[src/rtl/uart_pkg.sv]
// Shared types and constants for the scheduled UART transmitter.
// The PARITY state exists only when UART_TX_PARITY_EN is defined.
package uart_pkg;

  localparam int         SAMPLE_RATE_DEF = 16;
  localparam int         DATA_BITS       = 8;
  localparam logic [3:0] UBRR_RESET      = 4'b0100;  // 115200 baud

  typedef enum logic [2:0] {
    IDLE   = 3'd0,
    START  = 3'd1,
    DATA   = 3'd2,
`ifdef UART_TX_PARITY_EN
    PARITY = 3'd3,
`endif
    STOP   = 3'd4
  } uart_state_e;

endpackage

[src/rtl/rr_arbiter4.sv]
// Four-way round-robin selector: the search starts one past the last grant and wraps,
// so the last granted requester has the lowest priority.
module rr_arbiter4 (
  input  logic [3:0] i_req,
  input  logic [1:0] i_last,
  output logic [3:0] o_sel
);

  logic [1:0] w_idx;

  // Walk from the farthest candidate to the nearest; the nearest hit overwrites.
  always_comb begin
    o_sel = 4'b0000;
    w_idx = 2'd0;
    for (int k = 4; k >= 1; k--) begin
      w_idx = i_last + 2'(k);
      if (i_req[w_idx]) begin
        o_sel        = 4'b0000;
        o_sel[w_idx] = 1'b1;
      end
    end
  end

endmodule

[src/rtl/uart_tx_sched.sv]
// Shared UART transmitter: round-robin grant among four byte sources, 8N1 framing
// (8E1 when UART_TX_PARITY_EN is defined), baud-select changes deferred to IDLE.
module uart_tx_sched
  import uart_pkg::*;
#(
  parameter int NUM_REQ     = 4,
  parameter int SAMPLE_RATE = SAMPLE_RATE_DEF
) (
  input  logic                 clk,
  input  logic                 reset,
  input  logic                 tick,
  input  logic [NUM_REQ-1:0]   req_valid,
  input  logic [8*NUM_REQ-1:0] req_data,
  output logic [NUM_REQ-1:0]   req_ready,
  input  logic                 cfg_wr,
  input  logic [3:0]           cfg_ubrr,
  output logic [3:0]           ubrr_out,
  output logic                 txd,
  output logic                 busy,
  output logic [1:0]           grant_id,
  output uart_state_e          dbg_state
);

  // Handshake: a byte moves on any edge where req_valid[i] & req_ready[i]; requesters
  // hold valid/data stable until then and never derive valid from ready.
  uart_state_e r_state;
  logic [3:0]  r_tick_cnt;
  logic [2:0]  r_bit_idx;
  logic [7:0]  r_data;
  logic        r_pend;
  logic [3:0]  r_pend_code;

  logic [3:0]  w_sel;
  logic [1:0]  w_sel_id;
  logic [7:0]  w_byte;
  logic        w_can_grant;
  logic        w_fire;
  logic        w_bit_done;

  rr_arbiter4 u_arb (
    .i_req  (req_valid),
    .i_last (grant_id),
    .o_sel  (w_sel)
  );

  always_comb begin
    w_sel_id = 2'd0;
    case (w_sel)
      4'b0010: w_sel_id = 2'd1;
      4'b0100: w_sel_id = 2'd2;
      4'b1000: w_sel_id = 2'd3;
      default: w_sel_id = 2'd0;
    endcase
  end

  // A config write, current or pending, takes the IDLE slot ahead of any grant.
  assign w_can_grant = (r_state == IDLE) && !r_pend && !cfg_wr;
  assign req_ready   = w_can_grant ? w_sel : '0;
  assign w_fire      = |(req_valid & req_ready);
  assign w_byte      = req_data[{w_sel_id, 3'b000} +: 8];
  assign w_bit_done  = tick && (r_tick_cnt == 4'(SAMPLE_RATE - 1));
  assign dbg_state   = r_state;

  always_ff @(posedge clk or posedge reset) begin
    if (reset) begin
      r_state     <= IDLE;
      txd         <= 1'b1;
      busy        <= 1'b0;
      grant_id    <= 2'd3;
      ubrr_out    <= UBRR_RESET;
      r_pend      <= 1'b0;
      r_pend_code <= 4'd0;
      r_tick_cnt  <= 4'd0;
      r_bit_idx   <= 3'd0;
      r_data      <= 8'd0;
    end else begin
      if (cfg_wr) begin
        r_pend      <= 1'b1;
        r_pend_code <= cfg_ubrr;
      end
      // Ticks only matter inside a frame; each bit boundary restarts the count.
      if (r_state != IDLE && tick)
        r_tick_cnt <= w_bit_done ? 4'd0 : r_tick_cnt + 4'd1;

      case (r_state)
        IDLE: begin
          if (r_pend) begin
            ubrr_out <= r_pend_code;
            if (!cfg_wr) r_pend <= 1'b0;
          end else if (w_fire) begin
            r_data     <= w_byte;
            grant_id   <= w_sel_id;
            r_state    <= START;
            txd        <= 1'b0;
            busy       <= 1'b1;
            r_tick_cnt <= 4'd0;
          end
        end
        START: begin
          if (w_bit_done) begin
            r_state   <= DATA;
            r_bit_idx <= 3'd0;
            txd       <= r_data[0];
          end
        end
        DATA: begin
          if (w_bit_done) begin
            if (r_bit_idx == 3'(DATA_BITS - 1)) begin
`ifdef UART_TX_PARITY_EN
              r_state <= PARITY;
              txd     <= ^r_data;
`else
              r_state <= STOP;
              txd     <= 1'b1;
`endif
            end else begin
              r_bit_idx <= r_bit_idx + 3'd1;
              txd       <= r_data[3'(r_bit_idx + 3'd1)];
            end
          end
        end
`ifdef UART_TX_PARITY_EN
        PARITY: begin
          if (w_bit_done) begin
            r_state <= STOP;
            txd     <= 1'b1;
          end
        end
`endif
        STOP: begin
          if (w_bit_done) begin
            r_state <= IDLE;
            busy    <= 1'b0;
            txd     <= 1'b1;
          end
        end
        default: begin
          r_state <= IDLE;
          busy    <= 1'b0;
          txd     <= 1'b1;
        end
      endcase
    end
  end

endmodule

[config.mk]
export PLATFORM = sky130hd
export DESIGN_NAME = uart_tx_sched
export DESIGN_NICKNAME = d
export VERILOG_FILES = /design/src/rtl/uart_pkg.sv /design/src/rtl/rr_arbiter4.sv /design/src/rtl/uart_tx_sched.sv
export SDC_FILE = /design/constraint.sdc
export NUM_CORES = 1
export LEC_CHECK = 0
export ABC_AREA = 0
export ABC_CLOCK_PERIOD_IN_PS = 9300
export CAP_MARGIN = 20
export CORE_MARGIN = 4
export CORE_UTILIZATION = 50
export DETAILED_ROUTE_END_ITERATION = 6
export PLACE_DENSITY = 0.85
export RECOVER_POWER = 100
export SLEW_MARGIN = 40
export SYNTH_ARGS = -nofsm -noshare
export SYNTH_HDL_FRONTEND = slang
export SYNTH_SLANG_ARGS = --single-unit
[constraint.sdc]
create_clock -name clk -period 9.3 [get_ports clk]
set_input_delay 1.395 -clock clk [delete_from_list [all_inputs] [get_ports clk]]
set_output_delay 1.395 -clock clk [all_outputs]
set_load 0.1 [all_outputs]
# Yosys cells after proc, flatten, opt, wreduce, memory -nomap -nowiden
# Cells that the tools add are included.
# totals
word_cells	118
output_inout_bits	15
register_bits	31
input_bits	44
# op_classes
bitwise_logic	3
add_sub_neg	5
order_cmp	9
n_eq_ne	15
mux	54
n_shift	1
reduce_logical	21
# op_table
cell	count
$mux W4	10
$shiftx A32 B6 Y8	1
$mux W3	8
$mux W1	22
$ne A2 B2 Y1 const B	7
$lt A2 B3 Y1 const B	4
$pmux W3 S4	1
$bmux W1 S2	4
$demux W1 S2	4
$eq A4 B4 Y1 const B	2
$ge A2 B1 Y1 const B	4
$logic_and A1 B1 Y1	8
$reduce_and A4 Y1	2
$eq A3 B3 Y1 const B	2
$pmux W2 S3	1
$pmux W3 S2	1
$reduce_and A6 Y1	1
$reduce_and A5 Y1	1
$add A2 B2 Y2 const B	2
$add A4 B1 Y4 const B	1
$and A4 B4 Y4	1
$eq A4 B2 Y1 const B	1
$eq A4 B3 Y1 const B	1
$lt A3 B4 Y1 const B	1
other kinds (16)	18

# Logic depth before layout (Yosys ltp)
# Gate-level depths: netlist of the first run.
# depth
depth_word	14
ltp_mapped	12
mapped_depth_nobuf	9

# Hierarchy
# A second synthesis of the first run with hierarchy kept.
# hier_totals
cells_unflattened	224
area_unflattened_um2	2262.2
# modules_own_cells
mod	area_each_um2	n_inst	seq_area_each_um2	cells_each
uart_tx_sched	1861.8	1	780.7	179
rr_arbiter4	400.4	1	0.0	45

# Worst setup path before layout of the first run
# Ideal clock, no wire load.
# synth_timing
path_type	register -> output
start	register grant_id[0]
end	output req_ready[3]
n_path_buf	1
path_stages_with_launch	8
required_time_ps	7905
arrival_ps	3971
setup_slack_ps	3934
cell_sequence	dfstp_2 -> buf_6 -> inv_1 -> ha_1 -> mux4_2 -> nand3b_1 -> a221oi_2 -> nor2b_1
# synth_via
elab_chain_len	9
elab_cells_between_ends	36
cone_classes	add/sub: 3; order compare: 8; mux: 21; reduce/logical: 4
# synth_lines
element	line	rtl
start: declaration	uart_tx_sched.sv:20	output logic [1:0] grant_id,
start signal: assignment	uart_tx_sched.sv:92	grant_id <= w_sel_id;
$add A2 B2 Y2 (tied with other cells)	rr_arbiter4.sv:16	w_idx = i_last + 2'(k);
$lt A2 B3 Y1 (not written as such) (tied with other cells)	rr_arbiter4.sv:19	o_sel[w_idx] = 1'b1;
$logic_and A1 B1 Y1 (not written as such) or $mux W1 (tied branches)	rr_arbiter4.sv:19	
$mux W1 (not written as such) or $demux W1 S2 (tied branches)	n/a	
$demux W1 S2 or $mux W4 (tied branches)	n/a	
$mux W4 (2 in series)	rr_arbiter4.sv:17	if (i_req[w_idx]) begin
$mux W4 *	rr_arbiter4.sv:17	
$mux W4 *	uart_tx_sched.sv:58	assign req_ready = w_can_grant ? w_sel : '0;
end: declaration	uart_tx_sched.sv:14	output logic [NUM_REQ-1:0] req_ready,
# Every way passes the cells marked *; elsewhere a longest branch is shown, timed or not. The select of a mux whose other input is x is not followed.

# Worst setup path in the final report of the first run
# layout_timing
start	input req_valid[2]
end	output req_ready[3]
# layout_via
elab_chain_len	7
elab_cells_between_ends	13
cone_classes	mux: 13
# layout_lines
element	line	rtl
start: declaration	uart_tx_sched.sv:12	input logic [NUM_REQ-1:0] req_valid,
$bmux W1 S2	rr_arbiter4.sv:17	
$mux W1 (not written as such)	rr_arbiter4.sv:17	
$mux W4 (3 in series)	rr_arbiter4.sv:17	
$mux W4 *	rr_arbiter4.sv:17	
$mux W4 *	uart_tx_sched.sv:58	
# Marked as above.

==> results of run 1 <==
==> power by group <==
group	total [W]	internal (W)	switching [W]
logic	0.000689	0.000288	0.000401
clock network	0.000102	0.0000531	0.0000491
registers	0.000245	0.000194	0.0000513
==> sequential cells by signal (all words and copies together), names as in the netlist <==
name	cells
ubrr_out	4
busy	1
r_pend_code	4
r_pend	1
dbg_state	3
r_tick_cnt	4
grant_id	2
r_data	8
r_bit_idx	3
txd	1
==> final cells by class <==
type / count / area share, %
tap: 50 / 2.38
timing repair buffer: 59 / 18.7
multi-input combinational: 134 / 44.8
clock buffer: 8 / 3.05
sequential: 31 / 29.7
inverter: 10 / 1.43
==> cell usage in the layout (no fill, tap or decap), drive strengths merged, types with 2 or more instances in the layout <==
| cell | count |
|---|---|
| xnor2 | 2 |
| mux2 | 17 |
| clkdlybuf4s50 | 39 |
| nor2 | 9 |
| a21o | 3 |
| inv | 10 |
| dfstp | 4 |
| a21oi | 12 |
| ha | 9 |
| nand2 | 12 |
| nand3 | 6 |
| nor3b | 2 |
| nor2b | 4 |
| a31oi | 2 |
| o21ai | 8 |
| and2 | 2 |
| a211oi | 3 |
| mux4 | 14 |
| clkbuf | 24 |
| a221oi | 2 |
| nand3b | 4 |
| nor3 | 5 |
| mux2i | 2 |
| dfrtp | 27 |
| or3 | 4 |
| dlygate4sd3 | 4 |
==> per-stage QoR <==
| stage | instance area (um^2) | hold slack, ns | util (%) |
|---|---|---|---|
| 2_1_floorplan | 2060 | 0.458 | - |
| 3_3_place_gp | 2660 | 0.468 | 66.4 |
| 3_5_place_dp | 2580 | 0.482 | 64.6 |
| 4_1_cts | 2660 | 0.497 | 66.6 |
| 5_1_grt | 2630 | 0.518 | 65.7 |
| 6_report | 2630 | 0.494 | 65.7 |
==> Yosys cell counts (3+ instances only) <==
cell	count	share of area [%]
dfrtp_1	27	33
ha_1	9	5.5
a21oi_1	12	2.9
clkbuf_1	6	1.1
mux4_2	14	15
nor2_1	9	1.6
dfstp_2	4	5.1
a21o_1	3	1.1
a211oi_1	3	1.1
nor2b_1	4	1.2
mux2_2	16	8.8
nor3_1	4	0.97
o21ai_0	7	1.7
or3_1	4	1.2
nand2_1	12	2.2
inv_1	9	1.6
nand3b_1	4	1.5
nand3_1	6	1.5
==> routing by layer <==
| layer | global-route usage, % | wire [um] | part of all wire (%) |
|---|---|---|---|
| met1 | 25.2 | 1980 | 42 |
| met2 | 31.6 | 2390 | 50 |
| met3 | 6.65 | 297 | 6.3 |
| met4 | 8.14 | 87 | 1.8 |
| met5 | 0 | 0 | 0 |
==> cell families after synthesis <==
group / Yosys count
xor+xnor: 3
mux: 33
compound gates: 36
fa+ha+maj: 9
buf+inv: 19
simple gates: 53
flops: 31
==> worst min path at each step <==
stage,start,endpoint
detailed placement,r_pend,r_pend
CTS,r_pend,r_pend
finish,r_pend,r_pend
global placement,r_pend,r_pend
global route,r_pend_code[3],r_pend_code[3]
floorplan,r_pend,r_pend
==> metrics.md, run 1 <==
| Metric | Value |
|---|---|
| Synth Warn # | `0` |
| Buf/Inv on CP | `2` |
| Final worst slack | `3.54 ns` |
| Main flop type after synthesis | `dfrtp_1` |
| Period utilization | `61.9%` |
| Drt total wl | `4750 um` |
| Sequential cell area fraction in the yosys report | `a little under two fifths` |
| Combinational family with the most area after synthesis | `multiplexers` |
| Total CTS buffers | `5` |
| Worst-Skew Late Latency | `0.29 ns` |
| Simple-Gate Fraction of Synth Area | `13.9%` |
| Starting Density | `51.4%` |
| DR vias/cell | `roughly 5.8` |
| Max Freq | `174 MHz` |
| Synth Area in Compound Gates | `approximately 12%` |
| Vias | `1699` |
| Failing checks | `max-capacitance violations, max-slew violations` |
| Clock Skew | `0.00968 ns` |
| Post-Syn Instances | `184` |
| Unrepaired setup endpoints after global routing | `false` |
| Hold depth | `1` |
| # fillers | `315` |
| Crit path depth | `6` |
| Crit path max fanout | `8` |
| Crit. End Element | `output pin` |
| Crit path kind | `in -> out` |
| H-tree levels | `2` |
| Maxcap violations | `1` |
| Postcts setup bufs | `0` |
| Post-synthesis xor/xnor area fraction | `approximately 1.3%` |
| Tmin final | `5.76 ns` |
| # clock sinks | `31` |
| Share of cells above drive strength 1 | `16.5%` |
| # placed instances | `around 280` |
| Clk slew on worst S/H paths | `0.06 ns` |
| Starting DRC count in detailed routing | `69` |
| Tot Pwr | `0.00104 W` |
| Largest delay contributor family on the critical path | `buffers and inverters` |
| EDFF count, synth | `0` |
| Pwr dens | `394 nW/um^2` |
| Layout area overhead | `27.9%` |
| Final Wtd Congestion | `0.896` |
| Type of the worst min-delay path | `reg -> reg` |
| CTS Hold Buffers Added | `0` |
| Max-slew violations | `32` |
| Reg area | `around 780 um^2` |
| 1st-pass router iterations | `4` |
| R2R Setup Slk | `4.89 ns` |
| Least-Margin Pin Slew | `1.63 ns` |
| Synthesized Nets | `about 240` |
| Worst Setup SP | `req_valid[2]` |
| Mux cell area share after synthesis | `25.6%` |
| Maximum clock path buffer count | `2` |
| #FFs+latches synth | `31` |
| Die Ht | `72.1 um` |
| Avg Cell Area, Syn | `11.2 um^2` |
| Data required, critical path | `between 7 and 8 ns` |
| CP max stage cell | `clkbuf_1` |
| CP startpoint kind | `input port` |
| Slew HR | `-8.42%` |
| CTS root buf | `clkbuf_8` |
| R2R cell count | `9` |
| Nets@finish | `about 290` |
| Synthesized area | `about 2000 um^2` |
| Total congestion overflow | `0` |
| Synth Area in Adders | `5.48%` |
| Pre-CTS WS | `4.25 ns` |
| Die Span X | `between 70 and 80 um` |
| Core Region | `4000 um^2` |
| Static Leak | `1.04 nW` |
| First-pass GRT wire length | `7980 um` |
| Final antenna-violating net count | `0` |
| Crit path capture | `req_ready[3]` |
| Final Non-Filler Cells | `292` |
| Synth cell types | `43` |
| Worst EP arrival | `4.36 ns` |
| Die area | `roughly 5200 um^2` |
| Status | `finished with violations` |
| Worst r2r src | `grant_id[0]` |
| Critical Path Max Stage Delay | `0.87 ns` |
| Post-CTS sizing | `0` |
| Hpwl dp | `3690 um` |
| TritonCTS clock tree | `done` |
| Worst-path cell chain | `dlygate4sd3_1 > mux4_2 > nand3b_1 > a221oi_1 > nor2b_1 > clkbuf_1` |
| Setup violations, final | `0` |
| DRC viols | `0` |
| Largest net degree at the start of global routing | `32` |
| Total track usage | `20.0%` |
| Port bufs | `58` |
| Hold Violations, Final | `0` |
| Drt wl/cell | `16.3 um` |
| Antenna violations before repair | `0` |
| Post-route setup TNS | `0 ns` |
| Post-synth ARST share | `100%` |
| R2r endpoint | `r_data[5]` |
| I/O pin count | `between 50 and 60` |
| Cell row count | `23` |
| Vias in the first global route | `1770` |
| Peak supply drop | `0.000239 V` |
| Multi-input gate area | `1180 um^2` |
| Antenna cells | `0` |
(Power assumes the default switching activity.)
==> inputs of run 2 (changes only) <==
- ABC_CLOCK_PERIOD_IN_PS: 9300 -> 5800
- CORE_UTILIZATION: 50 -> 48
- PLACE_DENSITY: 0.85 -> 0.83
- clock period: 9.3 -> 5.8 ns (I/O delays scaled with it)
==> run 2 against run 1 <==
The run still ends with max-capacitance violations, max-slew violations left. Clock skew fell by 0.0040 ns. Flip-flop and latch count is the same. Design area grew 1.5%. Register-to-register slack lost 3.6 ns. Critical path type is now reg -> out. Critical endpoint is now req_ready[2]. Largest cell class unchanged.
==> metrics.md, run 2 (synthesis gave the netlist of run 1 again) <==
| Metric | Value |
|---|---|
| Status | `finished with violations (unchanged)` |
| Failing checks | `max-capacitance violations, max-slew violations (unchanged)` |
| Final Wtd Congestion | `0.843 (was 0.896)` |
| Unrepaired setup endpoints after global routing | `false (unchanged)` |
| Cell row count | `23 (unchanged)` |
| Antenna violations before repair | `0 (unchanged)` |
| First-pass GRT wire length | `7380 um (was 7980 um)` |
| Most frequent cells in the layout | `clkdlybuf4s50_1 (40), dfrtp_1 (27), mux2_2 (16) (was clkdlybuf4s50_1 (39), dfrtp_1 (27), clkbuf_1 (19))` |
| Post-route setup TNS | `0 ns (unchanged)` |
| Data required, critical path | `4.93 ns (was 7.91 ns)` |
| Setup violations, final | `0 (unchanged)` |
| Port bufs | `58 (unchanged)` |
| Register with the most flip-flops | `r_data (unchanged)` |
| DR vias/cell | `5.78 (was 5.82)` |
| Largest delay contributor family on the critical path | `buffers and inverters (unchanged)` |
| Total track usage | `17.6% (was 20.0%)` |
| Slew HR | `-10.2% (was -8.42%)` |
| Maximum clock path buffer count | `2 (unchanged)` |
| Pwr dens | `634 nW/um^2 (was 394 nW/um^2)` |
| Maxcap violations | `1 (unchanged)` |
| Period utilization | `80.4%` |
| Share of cells above drive strength 1 | `17.8% (was 16.5%)` |
| Total CTS buffers | `5 (unchanged)` |
| Peak supply drop | `0.000353 V (was 0.000239 V)` |
| Clock Skew | `0.00570 ns (was 0.00968 ns)` |
| Max-slew violations | `32 (unchanged)` |
| Drt total wl | `4510 um (was 4750 um)` |
| Crit path kind | `reg -> out (was in -> out)` |
| Starting Density | `50.7% (was 51.4%)` |
| Vias | `1689 (was 1699)` |
| CP max stage cell | `clkbuf_1 (unchanged)` |
| Hold Violations, Final | `0 (unchanged)` |
| Largest net degree at the start of global routing | `32 (unchanged)` |
| 1st-pass router iterations | `4 (unchanged)` |
| Type of the worst min-delay path | `reg -> reg (unchanged)` |
| CP startpoint kind | `flop (was input port)` |
| Critical Path Max Stage Delay | `0.87 ns (about the same)` |
| H-tree levels | `2 (unchanged)` |
| Tot Pwr | `0.00169 W (was 0.00104 W)` |
| Postcts setup bufs | `0 (unchanged)` |
| Core Region | `4060 um^2 (was 4000 um^2)` |
| Layout area overhead | `29.8% (was 27.9%)` |
| DRC viols | `0 (unchanged)` |
| Starting DRC count in detailed routing | `156 (was 69)` |
| Max Freq | `215 MHz` |
| Die area | `5390 um^2 (was 5200 um^2)` |
| Tmin final | `4.66 ns` |
| Vias in the first global route | `1588 (was 1770)` |
| Commonest non-fill, non-tap cell in the layout | `clkdlybuf4s50_1 (unchanged)` |
| Static Leak | `1.07 nW (was 1.04 nW)` |
| CTS root buf | `clkbuf_8 (unchanged)` |
| Clk slew on worst S/H paths | `0.06 ns (about the same)` |
| Worst EP arrival | `3.79 ns (was 4.36 ns)` |
| CTS Hold Buffers Added | `0 (unchanged)` |
| Antenna cells | `0 (unchanged)` |
| TritonCTS clock tree | `done (unchanged)` |
| Buf/Inv on CP | `2 (unchanged)` |
| Worst-path cell chain | `inv_1 > ha_1 > mux4_2 > nand3b_1 > a22oi_1 > nor2b_1 > clkbuf_1 (was dlygate4sd3_1 > mux4_2 > nand3b_1 > a221oi_1 > nor2b_1 > clkbuf_1)` |
| Worst-Skew Late Latency | `0.28 ns (was 0.29 ns)` |
| Hpwl dp | `3530 um (was 3690 um)` |
| Drt wl/cell | `15.4 um (was 16.3 um)` |
| Total congestion overflow | `0 (unchanged)` |
| Nets@finish | `294 (unchanged)` |
| Final antenna-violating net count | `0 (unchanged)` |
| Crit path max fanout | `11 (was 8)` |
| I/O pin count | `59 (unchanged)` |
| Die Span X | `73.4 um (was 72.1 um)` |
| Crit. End Element | `output pin (unchanged)` |
| Post-CTS sizing | `0 (unchanged)` |
| Die Ht | `73.4 um (was 72.1 um)` |
| Max reg flops | `8 (unchanged)` |
| Least-Margin Pin Slew | `1.65 ns (was 1.63 ns)` |
| # clock sinks | `31 (unchanged)` |
-- run 2: changes by cell type in the layout (fill, tap and decap cells not counted), sizes merged --
cell           before  now
clkinv              0    1
clkbuf             24   20
clkdlybuf4s50      39   40
buf                 0    2
bufinv              0    1
dlygate4sd3         4    3
-- run 2: power by group --
group | leakage, nW | switching, W | internal, W | total (W)
logic | 0.648 | 0.000627 | 0.000459 | 0.00109
clock network | 0.0612 | 0.0000796 | 0.000139 | 0.000218
registers | 0.363 | 0.0000780 | 0.000309 | 0.000387
total | 1.07 | 0.000785 | 0.000906 | 0.00169
-- run 2: metrics by stage --
| step | utilization, % | cell area (um^2) | hold slack [ns] | std cells | worst slack, ns |
|---|---|---|---|---|---|
| floorplan | - | 2060 | 0.458 | 184 | 0.959 |
| global placement | 65.3 | 2650 | 0.471 | 284 | 1.25 |
| detailed placement | 63.8 | 2590 | 0.482 | 284 | 1.60 |
| CTS | 66.7 | 2710 | 0.497 | 292 | 1.81 |
| global route | 65.7 | 2670 | 0.522 | 292 | 0.920 |
| finish | 65.7 | 2670 | 0.493 | 292 | 1.14 |
-- run 2: per-layer routing --
layer	track usage, %	wire length (um)	vias to the layer above
li1	-	-	805
met1	24.4	1980	829
met2	28.1	2250	53
met3	3.97	254	2
met4	4.23	25	0
met5	0	0	-
-- run 2: final timing paths --
check | start | endpoint | slack (ns) | cells past startpoint
worst min-delay path | r_pend | r_pend | 0.49 | 1
worst max register to register | grant_id[0] | r_data[2] | 1.26 | 9
max in group asynchronous | reset | r_tick_cnt[2] | 3.24 | 3
worst min register to register | r_pend | r_pend | 0.49 | 1
worst max-delay path | grant_id[0] | req_ready[2] | 1.14 | 7
min in group asynchronous | reset | r_data[2] | 1.60 | 3
-- run 2: cell type report --
class / count / area (um^2)
inverters: 10 / 37.5
flip-flops and latches: 31 / 781
clock buffers: 6 / 82.6
repair buffers: 59 / 498
fillers: 336 / 1390
clock inverters: 2 / 35.0
well taps: 50 / 62.6
multi-input cells: 134 / 1170
